==> src/rtl/rf_wb_arbiter_if.sv <==
// Writeback arbiter bus: ALU result, load return handshake, hazard mask and RF write port.
interface rf_wb_arbiter_if;
  logic        i_alu_vld;
  logic [3:0]  i_alu_rd;
  logic [31:0] i_alu_data;
  logic        o_alu_stall;
  logic        i_ld_vld;
  logic        o_ld_rdy;
  logic [3:0]  i_ld_rd;
  logic [1:0]  i_ld_size;
  logic        i_ld_sext;
  logic [1:0]  i_ld_boff;
  logic [31:0] i_ld_data;
  logic [15:0] o_pend_mask;
  logic [3:0]  o_waddr;
  logic [3:0]  o_wen;
  logic        o_cs_b;
  logic [31:0] o_din;

  modport master (
    output i_alu_vld, i_alu_rd, i_alu_data, i_ld_vld, i_ld_rd, i_ld_size,
           i_ld_sext, i_ld_boff, i_ld_data,
    input  o_alu_stall, o_ld_rdy, o_pend_mask, o_waddr, o_wen, o_cs_b, o_din
  );

  modport slave (
    input  i_alu_vld, i_alu_rd, i_alu_data, i_ld_vld, i_ld_rd, i_ld_size,
           i_ld_sext, i_ld_boff, i_ld_data,
    output o_alu_stall, o_ld_rdy, o_pend_mask, o_waddr, o_wen, o_cs_b, o_din
  );
endinterface

==> src/rtl/rf_wb_arbiter.sv <==
// Merges ALU results and queued/aligned load returns onto the single RF write port,
// with ALU-starvation protection and a pending-load register mask.
module rf_wb_arbiter #(
  parameter int unsigned LD_DEPTH   = 2,
  parameter int unsigned STARVE_MAX = 4
) (
  input  logic            i_clk,
  input  logic            i_rst,
  input  logic            i_clk_en,
  rf_wb_arbiter_if.slave  bus
);

  localparam int unsigned CNT_W = $clog2(LD_DEPTH + 1);
  localparam int unsigned STV_W = $clog2(STARVE_MAX + 1);

  typedef struct packed {
    logic        live;
    logic [3:0]  rd;
    logic [31:0] data;
  } ld_ent_t;

  ld_ent_t            ent_q [LD_DEPTH];
  ld_ent_t            ent_d [LD_DEPTH];
  logic [CNT_W-1:0]   cnt_q, cnt_d, cnt_mid;
  logic [STV_W-1:0]   stv_q, stv_d;
  logic               ld_rdy_q, ld_rdy_d;
  logic               cs_b_q, cs_b_d;
  logic [3:0]         wen_q, wen_d;
  logic [3:0]         waddr_q, waddr_d;
  logic [31:0]        din_q, din_d;

  logic               alu_stall_c, alu_go, ld_acc, empty, pop, byp, push;
  logic [4:0]         shamt;
  logic [31:0]        shifted, ld_aligned;
  logic [15:0]        pend_mask_c;

  // Load data alignment and extension, done once at acceptance.
  always_comb begin
    shamt = 5'd0;
    case (bus.i_ld_size)
      2'b00:   shamt = {bus.i_ld_boff, 3'b000};
      2'b01:   shamt = {bus.i_ld_boff[1], 4'b0000};
      default: shamt = 5'd0;
    endcase
    shifted = bus.i_ld_data >> shamt;
    case (bus.i_ld_size)
      2'b00:   ld_aligned = {{24{bus.i_ld_sext & shifted[7]}}, shifted[7:0]};
      2'b01:   ld_aligned = {{16{bus.i_ld_sext & shifted[15]}}, shifted[15:0]};
      default: ld_aligned = shifted;
    endcase
  end

  always_comb begin
    alu_stall_c = (stv_q >= STV_W'(STARVE_MAX));
    alu_go      = !alu_stall_c && bus.i_alu_vld;
    ld_acc      = bus.i_ld_vld && ld_rdy_q && i_clk_en && !i_rst &&
                  (cnt_q < CNT_W'(LD_DEPTH));
    empty       = (cnt_q == '0);
    pop         = i_clk_en && !empty && !alu_go;
    byp         = empty && ld_acc && !alu_go;
    push        = ld_acc && !byp;
    cnt_mid     = pop ? cnt_q - CNT_W'(1) : cnt_q;

    pend_mask_c = '0;
    for (int i = 0; i < int'(LD_DEPTH); i++)
      if (ent_q[i].live) pend_mask_c = pend_mask_c | (16'(1) << ent_q[i].rd);
    if (byp) pend_mask_c = pend_mask_c | (16'(1) << bus.i_ld_rd);
  end

  always_comb begin
    ent_d   = ent_q;
    cnt_d   = cnt_q;
    stv_d   = stv_q;
    cs_b_d  = cs_b_q;
    wen_d   = wen_q;
    waddr_d = waddr_q;
    din_d   = din_q;

    if (i_clk_en) begin
      cs_b_d = 1'b1;
      wen_d  = 4'h0;
      if (alu_go) begin
        cs_b_d  = 1'b0;
        wen_d   = 4'hF;
        waddr_d = bus.i_alu_rd;
        din_d   = bus.i_alu_data;
        // Older queued loads to the same register are superseded by this write.
        for (int i = 0; i < int'(LD_DEPTH); i++)
          if (ent_d[i].live && ent_d[i].rd == bus.i_alu_rd) ent_d[i].live = 1'b0;
      end else if (pop) begin
        if (ent_q[0].live) begin
          cs_b_d  = 1'b0;
          wen_d   = 4'hF;
          waddr_d = ent_q[0].rd;
          din_d   = ent_q[0].data;
        end
      end else if (byp) begin
        cs_b_d  = 1'b0;
        wen_d   = 4'hF;
        waddr_d = bus.i_ld_rd;
        din_d   = ld_aligned;
      end

      if (pop) begin
        for (int i = 0; i < int'(LD_DEPTH) - 1; i++) ent_d[i] = ent_d[i + 1];
        ent_d[LD_DEPTH-1].live = 1'b0;
      end
      for (int i = 0; i < int'(LD_DEPTH); i++)
        if (push && CNT_W'(i) == cnt_mid)
          ent_d[i] = '{live: 1'b1, rd: bus.i_ld_rd, data: ld_aligned};
      cnt_d = push ? cnt_mid + CNT_W'(1) : cnt_mid;

      if (pop)         stv_d = '0;
      else if (!empty) stv_d = stv_q + STV_W'(1);
    end
    ld_rdy_d = (cnt_d < CNT_W'(LD_DEPTH));
  end

  always_ff @(posedge i_clk) begin
    if (i_rst) begin
      for (int i = 0; i < int'(LD_DEPTH); i++) ent_q[i] <= '0;
      cnt_q    <= '0;
      stv_q    <= '0;
      ld_rdy_q <= 1'b0;
      cs_b_q   <= 1'b1;
      wen_q    <= 4'h0;
      waddr_q  <= 4'h0;
      din_q    <= 32'h0;
    end else begin
      ent_q    <= ent_d;
      cnt_q    <= cnt_d;
      stv_q    <= stv_d;
      ld_rdy_q <= ld_rdy_d;
      cs_b_q   <= cs_b_d;
      wen_q    <= wen_d;
      waddr_q  <= waddr_d;
      din_q    <= din_d;
    end
  end

  assign bus.o_alu_stall = alu_stall_c;
  assign bus.o_ld_rdy    = ld_rdy_q;
  assign bus.o_pend_mask = pend_mask_c;
  assign bus.o_waddr     = waddr_q;
  assign bus.o_wen       = wen_q;
  assign bus.o_cs_b      = cs_b_q;
  assign bus.o_din       = din_q;

endmodule

==> src/flat_wrapper.sv <==
// flat-port wrapper written by rule: the top's interface ports become plain ports
module rf_wb_arbiter_flat 
#(
  parameter int unsigned LD_DEPTH   = 2,
  parameter int unsigned STARVE_MAX = 4
)
  (i_clk, i_rst, i_clk_en, bus_i_alu_vld, bus_i_alu_rd, bus_i_alu_data, bus_i_ld_vld, bus_i_ld_rd, bus_i_ld_size, bus_i_ld_sext, bus_i_ld_boff, bus_i_ld_data, bus_o_alu_stall, bus_o_ld_rdy, bus_o_pend_mask, bus_o_waddr, bus_o_wen, bus_o_cs_b, bus_o_din);
  rf_wb_arbiter_if bus_i ();
  input  logic i_clk;
  input  logic i_rst;
  input  logic i_clk_en;
  input wire logic [$bits(bus_i.i_alu_vld)-1:0] bus_i_alu_vld;
  input wire logic [$bits(bus_i.i_alu_rd)-1:0] bus_i_alu_rd;
  input wire logic [$bits(bus_i.i_alu_data)-1:0] bus_i_alu_data;
  input wire logic [$bits(bus_i.i_ld_vld)-1:0] bus_i_ld_vld;
  input wire logic [$bits(bus_i.i_ld_rd)-1:0] bus_i_ld_rd;
  input wire logic [$bits(bus_i.i_ld_size)-1:0] bus_i_ld_size;
  input wire logic [$bits(bus_i.i_ld_sext)-1:0] bus_i_ld_sext;
  input wire logic [$bits(bus_i.i_ld_boff)-1:0] bus_i_ld_boff;
  input wire logic [$bits(bus_i.i_ld_data)-1:0] bus_i_ld_data;
  output wire logic [$bits(bus_i.o_alu_stall)-1:0] bus_o_alu_stall;
  output wire logic [$bits(bus_i.o_ld_rdy)-1:0] bus_o_ld_rdy;
  output wire logic [$bits(bus_i.o_pend_mask)-1:0] bus_o_pend_mask;
  output wire logic [$bits(bus_i.o_waddr)-1:0] bus_o_waddr;
  output wire logic [$bits(bus_i.o_wen)-1:0] bus_o_wen;
  output wire logic [$bits(bus_i.o_cs_b)-1:0] bus_o_cs_b;
  output wire logic [$bits(bus_i.o_din)-1:0] bus_o_din;
  assign bus_i.i_alu_vld = bus_i_alu_vld;
  assign bus_i.i_alu_rd = bus_i_alu_rd;
  assign bus_i.i_alu_data = bus_i_alu_data;
  assign bus_i.i_ld_vld = bus_i_ld_vld;
  assign bus_i.i_ld_rd = bus_i_ld_rd;
  assign bus_i.i_ld_size = bus_i_ld_size;
  assign bus_i.i_ld_sext = bus_i_ld_sext;
  assign bus_i.i_ld_boff = bus_i_ld_boff;
  assign bus_i.i_ld_data = bus_i_ld_data;
  assign bus_o_alu_stall = bus_i.o_alu_stall;
  assign bus_o_ld_rdy = bus_i.o_ld_rdy;
  assign bus_o_pend_mask = bus_i.o_pend_mask;
  assign bus_o_waddr = bus_i.o_waddr;
  assign bus_o_wen = bus_i.o_wen;
  assign bus_o_cs_b = bus_i.o_cs_b;
  assign bus_o_din = bus_i.o_din;
  rf_wb_arbiter #(.LD_DEPTH(LD_DEPTH), .STARVE_MAX(STARVE_MAX)) u_core (.i_clk(i_clk), .i_rst(i_rst), .i_clk_en(i_clk_en), .bus(bus_i));
endmodule
==> config.mk <==
export PLATFORM = sky130hd
export DESIGN_NAME = rf_wb_arbiter_flat
export DESIGN_NICKNAME = d
export VERILOG_FILES = /design/src/rtl/rf_wb_arbiter_if.sv /design/src/rtl/rf_wb_arbiter.sv /design/src/flat_wrapper.sv
export SDC_FILE = /design/constraint.sdc
export NUM_CORES = 1
export LEC_CHECK = 0
export ABC_AREA = 0
export CAP_MARGIN = 20
export CELL_PAD_IN_SITES_DETAIL_PLACEMENT = 0
export CELL_PAD_IN_SITES_GLOBAL_PLACEMENT = 1
export CORE_MARGIN = 3
export CORE_UTILIZATION = 37
export CTS_CLUSTER_SIZE = 28
export DETAILED_ROUTE_END_ITERATION = 12
export HOLD_SLACK_MARGIN = 0.15
export PLACE_DENSITY = 0.91
export SLEW_MARGIN = 10
export SYNTH_ARGS = -nofsm -noshare
export SYNTH_HDL_FRONTEND = slang
export SYNTH_SLANG_ARGS = --single-unit
==> constraint.sdc <==
create_clock -name i_clk -period 3.69 [get_ports i_clk]
set_input_delay 0.9225 -clock i_clk [delete_from_list [all_inputs] [get_ports i_clk]]
set_output_delay 0.9225 -clock i_clk [all_outputs]
set_load 0.005 [all_outputs]
# Word level (Yosys, flattened, before mapping)

Index checks and enable logic that the tools add are counted.

Bits in registers: 121
Logic and storage cells: 97
Output and inout bits: 59

Mux-type cells: 33
Shift operators: 4
Bitwise operators: 4
Equal/unequal tests: 6
$lt $le $gt $ge: 3
$add $sub $neg: 3
Reductions and logical operators: 31

Operator list:

| cell                 | count |
|---|---|
| $mux 32              | 4 |
| $mux 37              | 2 |
| $pmux 32 s2          | 1 |
| $mux 16              | 3 |
| $shl 1x4->16 const A | 3 |
| $mux 38              | 1 |
| $mux 4               | 8 |
| $or 16x16->16        | 2 |
| $shr 32x5->32        | 1 |
| $logic_and 1x1->1    | 14 |
| $pmux 5 s2           | 1 |
| $reduce_bool 3->1    | 3 |
| $eq 4x4->1           | 2 |
| $mux 1               | 8 |
| $logic_not 2->1      | 3 |
| $mux 2               | 3 |
| $mux 3               | 2 |
| $reduce_and 2->1     | 3 |
| $reduce_and 3->1     | 2 |
| $logic_not 1->1      | 5 |
| $lt 2x2->1 const B   | 2 |
| $add 3x1->3 const B  | 1 |
| $ge 3x3->1 const B   | 1 |
| $ne 3x1->1 const B   | 1 |
| 7 further kinds      | 8 |

# Logic depth before layout (Yosys ltp)

Gate-level depths: netlist (run 1).

Depth after elaboration: 11
Depth in mapped cells: 17
Mapped depth without buffers: 12

# Worst setup path before layout (run 1)

No wires, ideal clock.

Kind: input to output
Start point: input port i_rst
End point: output port bus_o_pend_mask[5]
Data arrival time: 2418 ps
Cell stages on the path: 6
Required time: 2768 ps
Slack: 349 ps
Cells stage by stage: buf_2 > nor4bb_2 > buf_4 > nand4_2 > or3b_2 > o221ai_1

Cells in the longest elaborated chain, start to end: 6

RTL lines:

| what                           | line                | text |
|---|---|---|
| start, declared                | flat_wrapper.sv:10  | `input logic i_rst;` |
| $logic_not 1->1                | rf_wb_arbiter.sv:56 | `ld_acc = bus.i_ld_vld && ld_rdy_q && i_clk_en && !i_rst &&` |
| $logic_and 1x1->1 (2 in a row) | rf_wb_arbiter.sv:56 |  |
| $logic_and 1x1->1 (2 in a row) | rf_wb_arbiter.sv:60 | `byp = empty && ld_acc && !alu_go;` |
| $mux 16                        | rf_wb_arbiter.sv:67 | `if (byp) pend_mask_c = pend_mask_c \| (16'(1) << bus.i_ld_rd);` |
| end, declared                  | flat_wrapper.sv:23  | `output wire logic [$bits(bus_i.o_pend_mask)-1:0] bus_o_pend_mask;` |

No other way between the ends.

# Worst setup path after layout (run 1)

Start point: input port i_clk_en
End point: output port bus_o_pend_mask[15]

Cells in the longest elaborated chain, start to end: 6

RTL lines:

| what                           | line                | text |
|---|---|---|
| start, declared                | flat_wrapper.sv:11  | `input logic i_clk_en;` |
| $logic_and 1x1->1 (3 in a row) | rf_wb_arbiter.sv:56 |  |
| $logic_and 1x1->1 (2 in a row) | rf_wb_arbiter.sv:60 |  |
| $mux 16                        | rf_wb_arbiter.sv:67 |  |

No other way between the ends.

==> metrics, run 1 <==
most frequent cells in the layout=nand2_1, clkdlybuf4s50_1, dfxtp_1; Nets=roughly 1000; ant diodes=0; # IOs=141; Worst Setup Start Kind=primary input; # fillers=1568; first-pass GRT wire length=35000 µm; R2R Setup Slk=~0.72 ns; switch share=roughly 24%; Max Slew Vio Count=0; Post-Syn Nets=909; die width=about 140 µm; Yosys cell types=between 60 and 70; global routing met2 resource utilization=34.6%; asr flop ratio synth=0%; outcome=completed; pwr/cell area=between 400 and 500 nW/µm²; peak ir drop on the vdd network=0.376 mV; RSZ-0062 raised after global routing=no; global route total overflow=0; Setup crit end kind=output pin; DP HPWL=14900 µm; CTS Buffer Depth=2; Main synth FF type=dfxtp_1; Total GRT Usage=between 20 and 25%; worst path bufs/invs=4; Post-DP Area=~8100 µm²; Cells after DPL=around 1100; Worst path max stage delay=0.51 ns; share of cells above drive strength 1=15.4%; WP data required=approximately 2.8 ns; hold_buf cts=0; share of power burned in registers=roughly 36%; sequential-to-total area share from yosys stat=between 30% and 40%; 1st-iter DRT viols=630; Post-Route WL=around 22000 µm; Clock Tree Root=clkbuf_16; CP top delay family=buffers and inverters; Die Ht=138 µm; via count=just under 7000; post-DR vias/cell=approximately 5.9; critical path cell sequence=clkdlybuf4s50_1 > buf_4 > nor2b_1 > nor2_2 > nand4_1 > buf_4 > o221ai_1 > buf_2; met1 Usage GRT=30.4%; GRT busiest layer=met2; Clock power frac=48.9%; PortBufs=140; crit path max-delay cell type=clkdlybuf4s50_1; largest net degree at the start of global routing=61; Clock Skew=approximately 0.0078 ns; Leak Pwr=0.00316 µW; Max-Cap Viols=0; Int Power=around 2900 µW; worst hold slack=~0.45 ns; Multi-input gate area=approximately 3800 µm²; peak fanout along the critical path=5; Clock transition at path regs=around 0.050 ns; grt met3 use=approximately 4.2%; Hold WC Path Type=flop to flop; 1st-pass router iterations=5; Finished Cell Area=just under 9000 µm²; Hold Violations, Final=0; post-route insts no fill=roughly 1200; slew at the pin closest to its max-slew limit=1.01 ns; Tmin final=3.57 ns; TNS Setup=0 ns; vias in the first global route=6506; Clock Sinks=118; drt drc=0; core region area=16900 µm²; Max Freq=around 280 MHz; CP dominant cell by count=buf_4; TritonCTS Buffers=17; Critical Setup Path Class=primary input to output pin; initial antenna violation count=0; starting density of the core=38.5%; Post-synth EDFFs=0; Avg WL per Cell=between 15 and 20 µm; area grow syn2layout=37.2%; Syn. warnings=0; WP data arrival=around 2.6 ns; Yosys reg bits=about 120; commonest non-fill, non-tap cell in the layout=nand2_1; logic gate share of total power=between 10% and 20%; CTS tree=built; Psw=between 900 and 1000 µW; Core Util, Final=between 50% and 60%; post-route ant nets=0; # rows=47; period utilization=between 90% and 100%; gp weighted congestion=roughly 0.9; H-tree levels=4; Cells after Synth=822; mapped cell area=approximately 6500 µm²; Setup Viol. Count Final=0; Avg Inst Size Synth=7.90 µm²; Max-Slew Margin vs Limit=31.9%; Sequential Area=2360 µm²; Clk Latency, worst-skew pair=between 0.4 and 0.5 ns; Die ar.=19200 µm²
state kept, by name (all words and copies together), names as in the netlist:
signal and count:
u_core.bus.o_cs_b 1, u_core.bus.o_din 32, u_core.bus.o_ld_rdy 1, u_core.bus.o_waddr 4, u_core.bus.o_wen 1, u_core.cnt_q 2, u_core.ent_q 74, u_core.stv_q 3
path summary, 6_finish.rpt:
kind,cells after the start,end,from
setup reg to reg,13,u_core.ent_q[60],u_core.cnt_q[1]
setup / recovery,8,bus_o_pend_mask[15],i_clk_en
hold reg to reg,2,u_core.ent_q[15],u_core.ent_q[15]
hold / removal,2,u_core.ent_q[15],u_core.ent_q[15]
layer usage:
layer / up-vias / part of all wire, %
li1: 3294 / -
met1: 3272 / 44
met2: 286 / 47
met3: 50 / 6.4
met4: 0 / 2.7
met5: - / 0
layout make-up:
type | count | area share [%]
clock buffers | 23 | 5.59
clock inverters | 8 | 1.88
inverters | 11 | 0.464
multi-input cells | 608 | 42.5
flip-flops and latches | 118 | 26.5
well taps | 220 | 3.09
repair buffers | 190 | 19.9
logic make-up after synthesis:
| kind of cell | Yosys count | share of synthesized area [%] |
|---|---|---|
| AOI/OAI and AO/OA | 312 | 33.2 |
| xor gates and xnor gates | 10 | 1.35 |
| DFF | 118 | 36.4 |
| and+or+nand+nor | 272 | 18.5 |
| muxes | 9 | 2.80 |
| buffers and inverters | 96 | 6.71 |
| adders and majority gates | 5 | 0.964 |
what timing repair did:
| item | 4_1_cts | 5_1_grt |
|---|---|---|
| endpoints found under the hold margin | 0 | 0 |
| buffers inserted | 3 | 3 |
| pin swaps | 12 | 6 |
| gates resized for setup | 75 | 9 |
| setup endpoints to repair | 16 | 32 |
through the flow:
step           setup WS, ns  power, µW
2_1_floorplan         0.349       1680
3_3_place_gp         -0.400       1960
3_5_place_dp         -0.438       1960
4_1_cts             -0.0674       3830
5_1_grt              0.0200       3950
6_report              0.124       3820
cells in the mapped netlist, drive strengths merged (4+ instances only):
library cell	instances	area share [%]
a31oi	17	1.6
nor2	67	3.9
a22oi	14	1.6
dfxtp	118	36
inv	11	0.64
xor2	4	0.54
a211oi	12	2.0
o2111ai	7	1.0
buf	35	3.2
mux4	7	2.4
a311oi	26	3.5
and2	5	0.48
nand4	4	0.48
a311o	4	0.62
a2111oi	7	1.5
nand3	14	1.1
nor3	18	1.4
o221ai	32	4.4
nor2b	6	0.58
or2	4	0.39
nand2b	8	0.77
o22ai	8	0.77
o211ai	12	1.4
nand2	134	7.8
ha	5	0.96
clkbuf	50	2.9
a21oi	75	6.0
o21ai	87	6.9
xnor2	6	0.81
worst register-to-register path: stages, from the launching register on:
cell and delay [ns]:
dfxtp_1 0.42, inv_1 0.07, ha_1 0.30, nor2b_1 0.22
buf_4 0.18, nand2_1 0.12, nor2_1 0.13, a21oi_1 0.08
ha_1 0.26, and3b_1 0.19, a32o_1 0.30, nand2_2 0.31
o221ai_1 0.18, a21oi_1 0.15
power groups by stage:
stage	registers (µW)	clock network [µW]	logic (µW)
after floorplan	1380	0	297
after global placement	1390	0	570
after detailed placement	1390	0	572
after CTS	1360	1890	580
after global routing	1370	1950	639
final	1360	1870	590
Note: power is estimated with default switching activity, not from simulation.
==> run 2, diff against run 1 <==
- CORE_UTILIZATION: 37 -> 47
- DONT_BUFFER_PORTS: not set -> 1
==> run 2 against run 1 <==
Critical path depth fell by 3. Clock power fell by 9%. Via count fell by 4.9%. Wire length fell by 1.3%. Largest power group unchanged. Sequential power barely moved. Hold slack got worse by 0.0059 ns. Utilization rose by 0.96 points. Register-to-register slack improved by 0.23 ns. Fmax rose by 7.0%. Sequential share of layout area rose by 6.4 points. Global-route usage rose by 5.9 points. Worst setup slack improved by 0.23 ns. Critical endpoint is now bus_o_pend_mask[4].
==> metrics, run 2 (synthesis results as in run 1) <==
starting density of the core=approximately half; Worst path max stage delay=0.55 ns; logic gate share of total power=10.3%; Max Slew Vio Count=0; WP data arrival=~2.4 ns; commonest non-fill, non-tap cell in the layout=nand2_1; Clock transition at path regs=0.05 ns; share of power burned in registers=between 30 and 40%; hold_sp=u_core.ent_q[12]; global route total overflow=0; 1st-iter DRT viols=between 800 and 900; max reg flops=74; Finished Cell Area=~7200 µm²; initial antenna violation count=0; Avg WL per Cell=about 22 µm; worst reg2reg path depth=11; Clock Skew=between 0.01 and 0.015 ns; 1st-pass router iterations=6; share of cells above drive strength 1=12.6%; core region area=roughly 13000 µm²; WP data required=between 2 and 3 ns; Max Freq=~300 MHz; Setup Viol. Count Final=0; dpl ws=0.414 ns; Leak Pwr=approximately 0.0024 µW; Max-Cap Viols=0; die width=between 100 and 150 µm; area grow syn2layout=10.5%; Clock Sinks=roughly 120; Hold Violations, Final=0; largest net degree at the start of global routing=between 60 and 70; peak ir drop on the vdd network=about 0.44 mV; TritonCTS Buffers=17; via count=between 6000 and 7000; Psw=about 870 µW; Critical Setup Path Class=primary input to output pin; Worst Setup Start Kind=primary input; Nets=a little under 900; switch share=roughly 25%; Die Ht=roughly 120 µm; CTS tree=built; reg2reg end=u_core.ent_q[59]; Die ar.=between 15000 and 20000 µm²; Clock power frac=between 40% and 50%; crit path max-delay cell type=or3b_2; CTS Buffer Depth=2; Clk Latency, worst-skew pair=~0.4 ns; drt drc=0; ant diodes=0; DP HPWL=between 10000 and 15000 µm; Hold WC Path Type=flop to flop; Max-Slew Margin vs Limit=39.3%; hold_buf cts=0; Post-DP Area=~6600 µm²; period utilization=90.3%; Int Power=roughly 2600 µW; H-tree levels=4; Tmin final=3.33 ns; RSZ-0062 raised after global routing=no; post-route ant nets=0; TNS Setup=0 ns; # rows=42; Post-Route WL=21500 µm; pwr/cell area=a little under 500 nW/µm²; # IOs=roughly 140; most frequent cells in the layout=nand2_1, dfxtp_1, o21ai_0; Total GRT Usage=28.1%; slew at the pin closest to its max-slew limit=0.904 ns; critical path cell sequence=nor4bb_2 > nand4_2 > or3b_2 > o21ai_0 > buf_4; first-pass GRT wire length=roughly 33000 µm; outcome=completed; Biggest register=u_core.ent_q; # resized after CTS=0; setup ws final=roughly 0.36 ns; R2R Setup Slk=0.95 ns; gp weighted congestion=0.866; vias in the first global route=6264; Post-CTS Setup Bufs=0; r2r startpoint=u_core.cnt_q[1]; Setup crit end kind=output pin; post-DR vias/cell=around 6.7; PortBufs=0; Clock Tree Root=clkbuf_16; end point of the worst hold path=u_core.ent_q[12]; peak fanout along the critical path=61; worst hold path cell count=2
run 2: cell types whose count changed in the layout (fill, tap and decap cells not counted), moves of 5 or more:
cell	before	now
o21ai_1	6	1
buf_4	43	29
o221ai_1	24	31
o221ai_2	8	1
clkdlybuf4s50_1	122	0
o21ai_0	77	85
buf_2	11	0
run 2: cell type report:
| type | count | area, µm² |
|---|---|---|
| Fill cell | 1219 | 6170 |
| Timing Repair Buffer | 30 | 238 |
| Multi-Input combinational cell | 608 | 3690 |
| Inverter | 11 | 41.3 |
| Clock inverter | 12 | 150 |
| Sequential cell | 118 | 2360 |
| Tap cell | 176 | 220 |
| Clock buffer | 20 | 467 |
run 2: routing by layer:
metal	share of wire [%]	vias to the layer above	routed length, µm	track usage [%]
li1	-	2961	-	-
met4	2.0	0	440	10.6
met3	11	49	2310	9.06
met5	0	-	0	0
met1	40	3145	8670	35.4
met2	47	406	10100	44.9
run 2: how the worst max path moves through the flow:
stage,end,from,slack [ns],cells past startpoint
after floorplan,bus_o_pend_mask[5],i_rst,0.35,6
after global placement,bus_o_pend_mask[4],i_rst,0.42,5
after detailed placement,bus_o_pend_mask[4],i_rst,0.41,5
after CTS,bus_o_pend_mask[4],i_rst,0.39,5
after global routing,bus_o_pend_mask[14],i_rst,0.28,6
final,bus_o_pend_mask[4],i_rst,0.36,5
run 2: power by group through the flow:
stage	sequential [µW]	combinational [µW]	clock, µW
4_1_cts	1380	349	1720
2_1_floorplan	1380	297	0
6_report	1380	357	1710
5_1_grt	1380	392	1780
3_3_place_gp	1400	333	0
3_5_place_dp	1400	348	0
run 2: worst max-delay path, delay by kind of cell:
kind / cells / cell delay (ns)
buffers and inverters: 1 / 0.14
AO/OA/AOI/OAI: 1 / 0.19
AND/OR/NAND/NOR: 3 / 1.15
run 2: per-stage QoR:
| step | total power (µW) | std cells | utilization [%] | hold slack, ns |
|---|---|---|---|---|
| after floorplan | 1680 | 822 | - | 0.432 |
| after global placement | 1730 | 943 | 49.1 | 0.434 |
| after detailed placement | 1750 | 943 | 49.1 | 0.439 |
| after CTS | 3450 | 975 | 53.7 | 0.445 |
| after global routing | 3560 | 975 | 53.7 | 0.467 |
| final | 3450 | 975 | 53.7 | 0.447 |
